### config.mk
export PLATFORM = sky130hd
export DESIGN_NAME = loba_term_sequencer_flat
export DESIGN_NICKNAME = d
export VERILOG_FILES = /design/src/rtl/loba_term_sequencer_pkg.sv /design/src/rtl/loba_term_sequencer_if.sv /design/src/rtl/loba_term_sequencer_leading_one_bit.sv /design/src/rtl/loba_term_sequencer.sv /design/src/flat_wrapper.sv
export SDC_FILE = /design/constraint.sdc
export NUM_CORES = 1
export LEC_CHECK = 0
export BUFFER_PORTS_ARGS = -buffer_cell sky130_fd_sc_hd__buf_2
export CAP_MARGIN = 20
export CORE_ASPECT_RATIO = 0.9
export CORE_UTILIZATION = 27
export DETAILED_ROUTE_END_ITERATION = 10
export GPL_TIMING_DRIVEN = 0
export PLACE_DENSITY = 0.51
export REMOVE_ABC_BUFFERS = 1
export SYNTH_ARGS = -nofsm -noshare
export SYNTH_HDL_FRONTEND = slang
export SYNTH_HIERARCHICAL = 1
export SYNTH_SLANG_ARGS = --single-unit
export TNS_END_PERCENT = 30
### constraint.sdc
create_clock -name clk -period 6.6 [get_ports clk]
set_input_delay 1.98 -clock clk [delete_from_list [all_inputs] [get_ports clk]]
set_output_delay 1.98 -clock clk [all_outputs]
set_load 0.005 [all_outputs]
### src/rtl/loba_term_sequencer_pkg.sv
`default_nettype none
// ============================================================================
// Module      : loba_pkg
// Description : Shared definitions for the leading-one term sequencer:
//               FSM state encoding, operand width and the one-hot to
//               binary index helper used to form the shift amount.
// Ports       : none (package)
// Config      : LOBA_TERM_SEQ_SWAP_EN (used by loba_term_sequencer)
// Revision    : 1.0 - initial release
// ============================================================================
package loba_pkg;

    localparam int LOBA_WIDTH = 16;

    typedef enum logic [1:0] {
        ST_IDLE = 2'd0,
        ST_RUN  = 2'd1,
        ST_DONE = 2'd2
    } loba_state_t;

    // Input is expected to be one-hot (or zero); OR-ing the indices of set
    // bits yields the position without needing a priority chain.
    function automatic logic [3:0] onehot_to_index(input logic [LOBA_WIDTH-1:0] onehot);
        logic [3:0] idx;
        idx = '0;
        for (int i = 0; i < LOBA_WIDTH; i++) begin
            if (onehot[i]) begin
                idx = idx | 4'(i);
            end
        end
        return idx;
    endfunction

endpackage
`default_nettype wire

### src/rtl/loba_term_sequencer_if.sv
`default_nettype none
// ============================================================================
// Module      : loba_term_sequencer_if
// Description : Operand/result handshake bundle for loba_term_sequencer.
//               master : producer/consumer side (drives in_valid, a, b,
//                        out_ready)
//               slave  : sequencer side (drives in_ready, out_valid, p,
//                        terms_used)
// Revision    : 1.0 - initial release
// ============================================================================
interface loba_term_sequencer_if;
    import loba_pkg::*;

    logic                  in_valid;
    logic                  in_ready;
    logic [LOBA_WIDTH-1:0] a;
    logic [LOBA_WIDTH-1:0] b;
    logic                  out_valid;
    logic                  out_ready;
    logic [31:0]           p;
    logic [4:0]            terms_used;

    modport master (
        output in_valid, a, b, out_ready,
        input  in_ready, out_valid, p, terms_used
    );

    modport slave (
        input  in_valid, a, b, out_ready,
        output in_ready, out_valid, p, terms_used
    );

endinterface
`default_nettype wire

### src/rtl/loba_term_sequencer_leading_one_bit.sv
`default_nettype none
// ============================================================================
// Module      : LEADING_ONE_BIT
// Description : Isolates the most significant set bit of x as a one-hot
//               vector y (all zeros when x is zero).
// Ports       : x - input vector
//               y - one-hot of the highest set bit of x
// Revision    : 1.0 - initial release
// ============================================================================
module LEADING_ONE_BIT #(
    parameter int WIDTH = 16
) (
    input  logic [WIDTH-1:0] x,
    output logic [WIDTH-1:0] y
);

    // Ascending scan: the last (highest) set bit found overwrites lower ones.
    always_comb begin
        y = '0;
        for (int i = 0; i < WIDTH; i++) begin
            if (x[i]) begin
                y    = '0;
                y[i] = 1'b1;
            end
        end
    end

endmodule
`default_nettype wire

### src/rtl/loba_term_sequencer.sv
`default_nettype none
// ============================================================================
// Module      : loba_term_sequencer
// Description : Approximate multiplier that decomposes the multiplicand into
//               leading-one terms and accumulates up to TERMS shifted copies
//               of the multiplier, one term per clock.
// Ports       : clk  - clock, rising edge
//               rst  - synchronous active-high reset
//               bus  - loba_term_sequencer_if.slave
//                      (in_valid/in_ready/a/b, out_valid/out_ready/p/
//                      terms_used)
// Parameters  : TERMS - maximum terms accumulated per operation (1..16)
// Config      : LOBA_TERM_SEQ_SWAP_EN - when defined, the smaller operand is
//               decomposed so fewer terms are needed for a given accuracy.
// Revision    : 1.0 - initial release
// ============================================================================
module loba_term_sequencer
    import loba_pkg::*;
#(
    parameter int TERMS = 2
) (
    input  logic                  clk,
    input  logic                  rst,
    loba_term_sequencer_if.slave  bus
);

    localparam logic [4:0] c_terms = 5'(TERMS);

    loba_state_t           r_state;
    loba_state_t           w_state_next;
    logic [LOBA_WIDTH-1:0] r_r;
    logic [LOBA_WIDTH-1:0] r_b;
    logic [31:0]           r_acc;
    logic [4:0]            r_cnt;
    logic                  r_out_valid;
    logic [31:0]           r_p;
    logic [4:0]            r_terms;

    logic [LOBA_WIDTH-1:0] w_lead;
    logic [3:0]            w_idx;
    logic                  w_run_end;
    logic [LOBA_WIDTH-1:0] w_load_r;
    logic [LOBA_WIDTH-1:0] w_load_b;

    LEADING_ONE_BIT #(
        .WIDTH (LOBA_WIDTH)
    ) u_leading_one (
        .x (r_r),
        .y (w_lead)
    );

    assign w_idx     = onehot_to_index(w_lead);
    assign w_run_end = (r_r == '0) || (r_cnt == c_terms);

`ifdef LOBA_TERM_SEQ_SWAP_EN
    logic w_swap;
    assign w_swap   = bus.a > bus.b;
    assign w_load_r = w_swap ? bus.b : bus.a;
    assign w_load_b = w_swap ? bus.a : bus.b;
`else
    assign w_load_r = bus.a;
    assign w_load_b = bus.b;
`endif

    // Next-state and handshake outputs
    always_comb begin
        w_state_next = r_state;
        bus.in_ready = 1'b0;
        case (r_state)
            ST_IDLE: begin
                bus.in_ready = 1'b1;
                if (bus.in_valid) begin
                    w_state_next = ST_RUN;
                end
            end
            ST_RUN: begin
                if (w_run_end) begin
                    w_state_next = ST_DONE;
                end
            end
            ST_DONE: begin
                if (r_out_valid && bus.out_ready) begin
                    w_state_next = ST_IDLE;
                end
            end
            default: w_state_next = ST_IDLE;
        endcase
    end

    assign bus.out_valid  = r_out_valid;
    assign bus.p          = r_p;
    assign bus.terms_used = r_terms;

    // The result registers are loaded on the first DONE cycle and out_valid
    // rises one cycle after entering DONE; they then hold until consumed.
    always_ff @(posedge clk) begin
        if (rst) begin
            r_state     <= ST_IDLE;
            r_r         <= '0;
            r_b         <= '0;
            r_acc       <= '0;
            r_cnt       <= '0;
            r_out_valid <= 1'b0;
            r_p         <= '0;
            r_terms     <= '0;
        end else begin
            r_state <= w_state_next;
            case (r_state)
                ST_IDLE: begin
                    if (bus.in_valid) begin
                        r_r   <= w_load_r;
                        r_b   <= w_load_b;
                        r_acc <= '0;
                        r_cnt <= '0;
                    end
                end
                ST_RUN: begin
                    if (!w_run_end) begin
                        r_acc <= r_acc + ({16'b0, r_b} << w_idx);
                        r_r   <= r_r & ~w_lead;
                        r_cnt <= r_cnt + 5'd1;
                    end
                end
                ST_DONE: begin
                    if (r_out_valid) begin
                        if (bus.out_ready) begin
                            r_out_valid <= 1'b0;
                        end
                    end else begin
                        r_out_valid <= 1'b1;
                        r_p         <= r_acc;
                        r_terms     <= r_cnt;
                    end
                end
                default: begin
                    r_out_valid <= 1'b0;
                end
            endcase
        end
    end

endmodule
`default_nettype wire

### src/flat_wrapper.sv
// flat-port wrapper written by rule: the top's interface ports become plain ports
module loba_term_sequencer_flat import loba_pkg::*;
#(
    parameter int TERMS = 2
)
  (clk, rst, bus_in_valid, bus_a, bus_b, bus_out_ready, bus_in_ready, bus_out_valid, bus_p, bus_terms_used);
  loba_term_sequencer_if bus_i ();
  input  logic clk;
  input  logic rst;
  input wire logic [$bits(bus_i.in_valid)-1:0] bus_in_valid;
  input wire logic [$bits(bus_i.a)-1:0] bus_a;
  input wire logic [$bits(bus_i.b)-1:0] bus_b;
  input wire logic [$bits(bus_i.out_ready)-1:0] bus_out_ready;
  output wire logic [$bits(bus_i.in_ready)-1:0] bus_in_ready;
  output wire logic [$bits(bus_i.out_valid)-1:0] bus_out_valid;
  output wire logic [$bits(bus_i.p)-1:0] bus_p;
  output wire logic [$bits(bus_i.terms_used)-1:0] bus_terms_used;
  assign bus_i.in_valid = bus_in_valid;
  assign bus_i.a = bus_a;
  assign bus_i.b = bus_b;
  assign bus_i.out_ready = bus_out_ready;
  assign bus_in_ready = bus_i.in_ready;
  assign bus_out_valid = bus_i.out_valid;
  assign bus_p = bus_i.p;
  assign bus_terms_used = bus_i.terms_used;
  loba_term_sequencer #(.TERMS(TERMS)) u_core (.clk(clk), .rst(rst), .bus(bus_i));
endmodule
==> reports/results.tsv <==
metric	value	unit
result of the run	completed	
WP data arrival	6060	ps
Synth area leaders	dfxtp_1, nand2_1, a21oi_1, ha_1, mux2i_1	
Yosys top cell area share	32.9	%
RSZ-0062 raised after global routing	false	
Clock Tree Root	clkbuf_16	
final net count	983	
via density per instance	4.92	
antenna diode count	0	
CP cell instances	or4_1 > nor4_1 > nor4_1 > nand2_1 > mux2i_1 > mux2i_1 > mux2_2 > a22o_1 > ha_1 > nand2_1 > o21ai_0 > a41oi_4 > o211a_4 > o31ai_4 > a211oi_1 > or3_1 > a21oi_1	
switching part of the total	41.8	%
Max Cap Violations	0	
fraction of layout cells with a size suffix above 1	13.1	%
commonest non-fill, non-tap cells in the layout	nand2_1, dfxtp_1, a21oi_1, nor2_1, buf_2	
antenna violations before repair	0	
Detailed Route WL	17.8	mm
Worst Setup SP	u_core/r_r[11]	
Skew-Pair Late Insertion Delay	370	ps
PD cells	305	nW/um^2
Max VDD drop	0.126	mV
H-tree lvl count	3	
Final ANT Viol Nets	0	
Avg WL per Cell	14.6	um
final setup fails	0	
Hold Path Origin	u_core/bus.p[20]	
io pins	75	
worst-margin pin slew	1080	ps
Comb power frac	44.0	%
core area	24200	sq um
register share of total power	32.9	%
setup tns final	0	ps
height of the die	151	um
relative max-transition margin	27.6	%
Multi-input gate area	4170	sq um
WP data required	6890	ps
number of synthesized register bits	109	
DR vias	6008	
async set-reset flop share out of synthesis	0	%
yosys warns	6	
sequential area share after synthesis	32.9	%
fin crit period	5760	ps
Tcrit/Tclk final	87.3	%
critical path startpoint category	flop	
residual DRC count	0	
GRT Total Usage	14.7	%
Reg2Reg Launch Point	u_core/r_r[11]	
P&R area growth vs syn	14.3	%
clock sinks	109	
gr ovfl total	0	
share of total power in the clock network	23.1	%
crit-path max FO	18	
Starting Density	27.4	%
vias in the first global route	5731	
WS Path Type	flop to flop	
Placer Congestion	0.854	
number of flops mapped to enable cells by yosys	0	
Yosys top cell by area	dfxtp_1	
final instance area	7570	sq um
CP Capture Type	flop	
CP max stage delay	710	ps
slowest CP cell	or4_1	
chip width	167	um
storage element area	2180	sq um
Placed Area	7280	sq um
hold violation count in the final report	0	
Synth Instances	870	
dominant synthesized flop cell	dfxtp_1	
CTS Buf Count	9	
Die ar.	25200	sq um
Pleak	3.05	nW
Mapped Area	6630	sq um
FILL cells	2658	
post-CTS setup buffer count	0	
Final Skew	12.3	ps
FMAX	0.173	GHz
Cell Int Power	1.35	mW
site row count	54	
clk buf depth	2	
DRT iter0 DRCs	279	
Post-CTS Resized	0	
first-pass GRT wire length	29.4	mm
Switching Power	0.965	mW
port bufs	74	
hold_buf cts	0	
post-synth cell types	61	
most common cell after layout, fill and taps aside	nand2_1	
path type of the worst min-delay path	flop to flop	
first drt pass iteration count	5	
mean post-synth cell area	7.62	sq um
clock slew at reported path FFs	80	ps
Slew Viols, Final	0	
largest net degree at the start of global routing	48	
CTS tree	done	
Core Util, Final	31.3	%
Post-DP HPWL	13.4	mm
## per-stage QoR
step           setup slack (ps)  power (mW)  instances  hold slack (ps)
2_1_floorplan              1650        1.50        816              431
5_1_grt                     325        2.48       1222              464
6_report                    836        2.31       1222              450
3_5_place_dp                804        1.79       1205              444
3_3_place_gp                520        1.76       1198              442
4_1_cts                     767        2.33       1221              454
## flip-flops by register name, summed over array words and instances (netlist names)
name	flops
u_core/bus.out_valid	1
u_core/r_b	16
u_core/r_state	2
u_core/r_acc	32
u_core/bus.p	32
u_core/r_cnt	5
u_core/bus.terms_used	5
u_core/r_r	16
## cells by family (layout without fill, tap and decap cells)
logic type      count (synthesis)  after routing  synth area share, %
compound gates                235            235                 21.6
xor+xnor                       28             28                 3.70
fa+ha+maj                      38             38                 7.29
buf+inv                        71            115                 4.29
flops                         109            109                 32.9
mux                            44             44                 6.76
simple gates                  345            345                 23.4
## path summary, 6_finish.rpt
path | to | slack (ps) | cells after the start
max | u_core/r_acc[31] | 840 | 17
min | u_core/bus.p[20] | 450 | 2
max reg2reg | u_core/r_acc[31] | 840 | 17
min reg2reg | u_core/bus.p[20] | 450 | 2
## synthesized netlist by cell type (7+ instances only)
master    count
clkbuf_1     42
mux2i_1      38
a21o_1        9
a21oi_1     106
nand2_1     170
nor3_1        8
inv_1        17
o21ai_0      46
nand4_1       9
nor2_1       82
nand2b_1      8
nor3b_1       7
and2_1        8
ha_1         37
xnor2_1      14
nor4_1       15
nand3_1      13
dfxtp_1     109
a211oi_1     20
xor2_1       14
a31oi_1      13
## power by group through the flow
stage	logic, mW	registers (mW)	clock network, mW
3_5_place_dp	1.01	0.775	0
2_1_floorplan	0.743	0.759	0
6_report	1.02	0.760	0.534
5_1_grt	1.14	0.769	0.579
3_3_place_gp	0.987	0.774	0
4_1_cts	1.01	0.760	0.554
## routing by layer
metal,routed length (um),global-route usage (%)
met1,9100,20.2
met3,723,2.42
met4,277,4.95
met2,7740,23.2
met5,0,0
## critical path: cells and delay by family, from the launching register on
kind / cells / cell delay, ps
flip-flops: 1 / 380
AO/OA/AOI/OAI: 7 / 1650
multiplexers: 3 / 800
adder cells (fa/ha/maj): 1 / 430
AND/OR/NAND/NOR: 6 / 2420
## cell type report
type	count	area share, %
clock inverters	7	0.743
repair buffers	82	6.54
multi-input cells	690	55.0
inverters	17	0.842
clock buffers	9	2.97
well taps	308	5.09
flip-flops and latches	109	28.8
No activity file was read; power rests on OpenSTA's default activity.
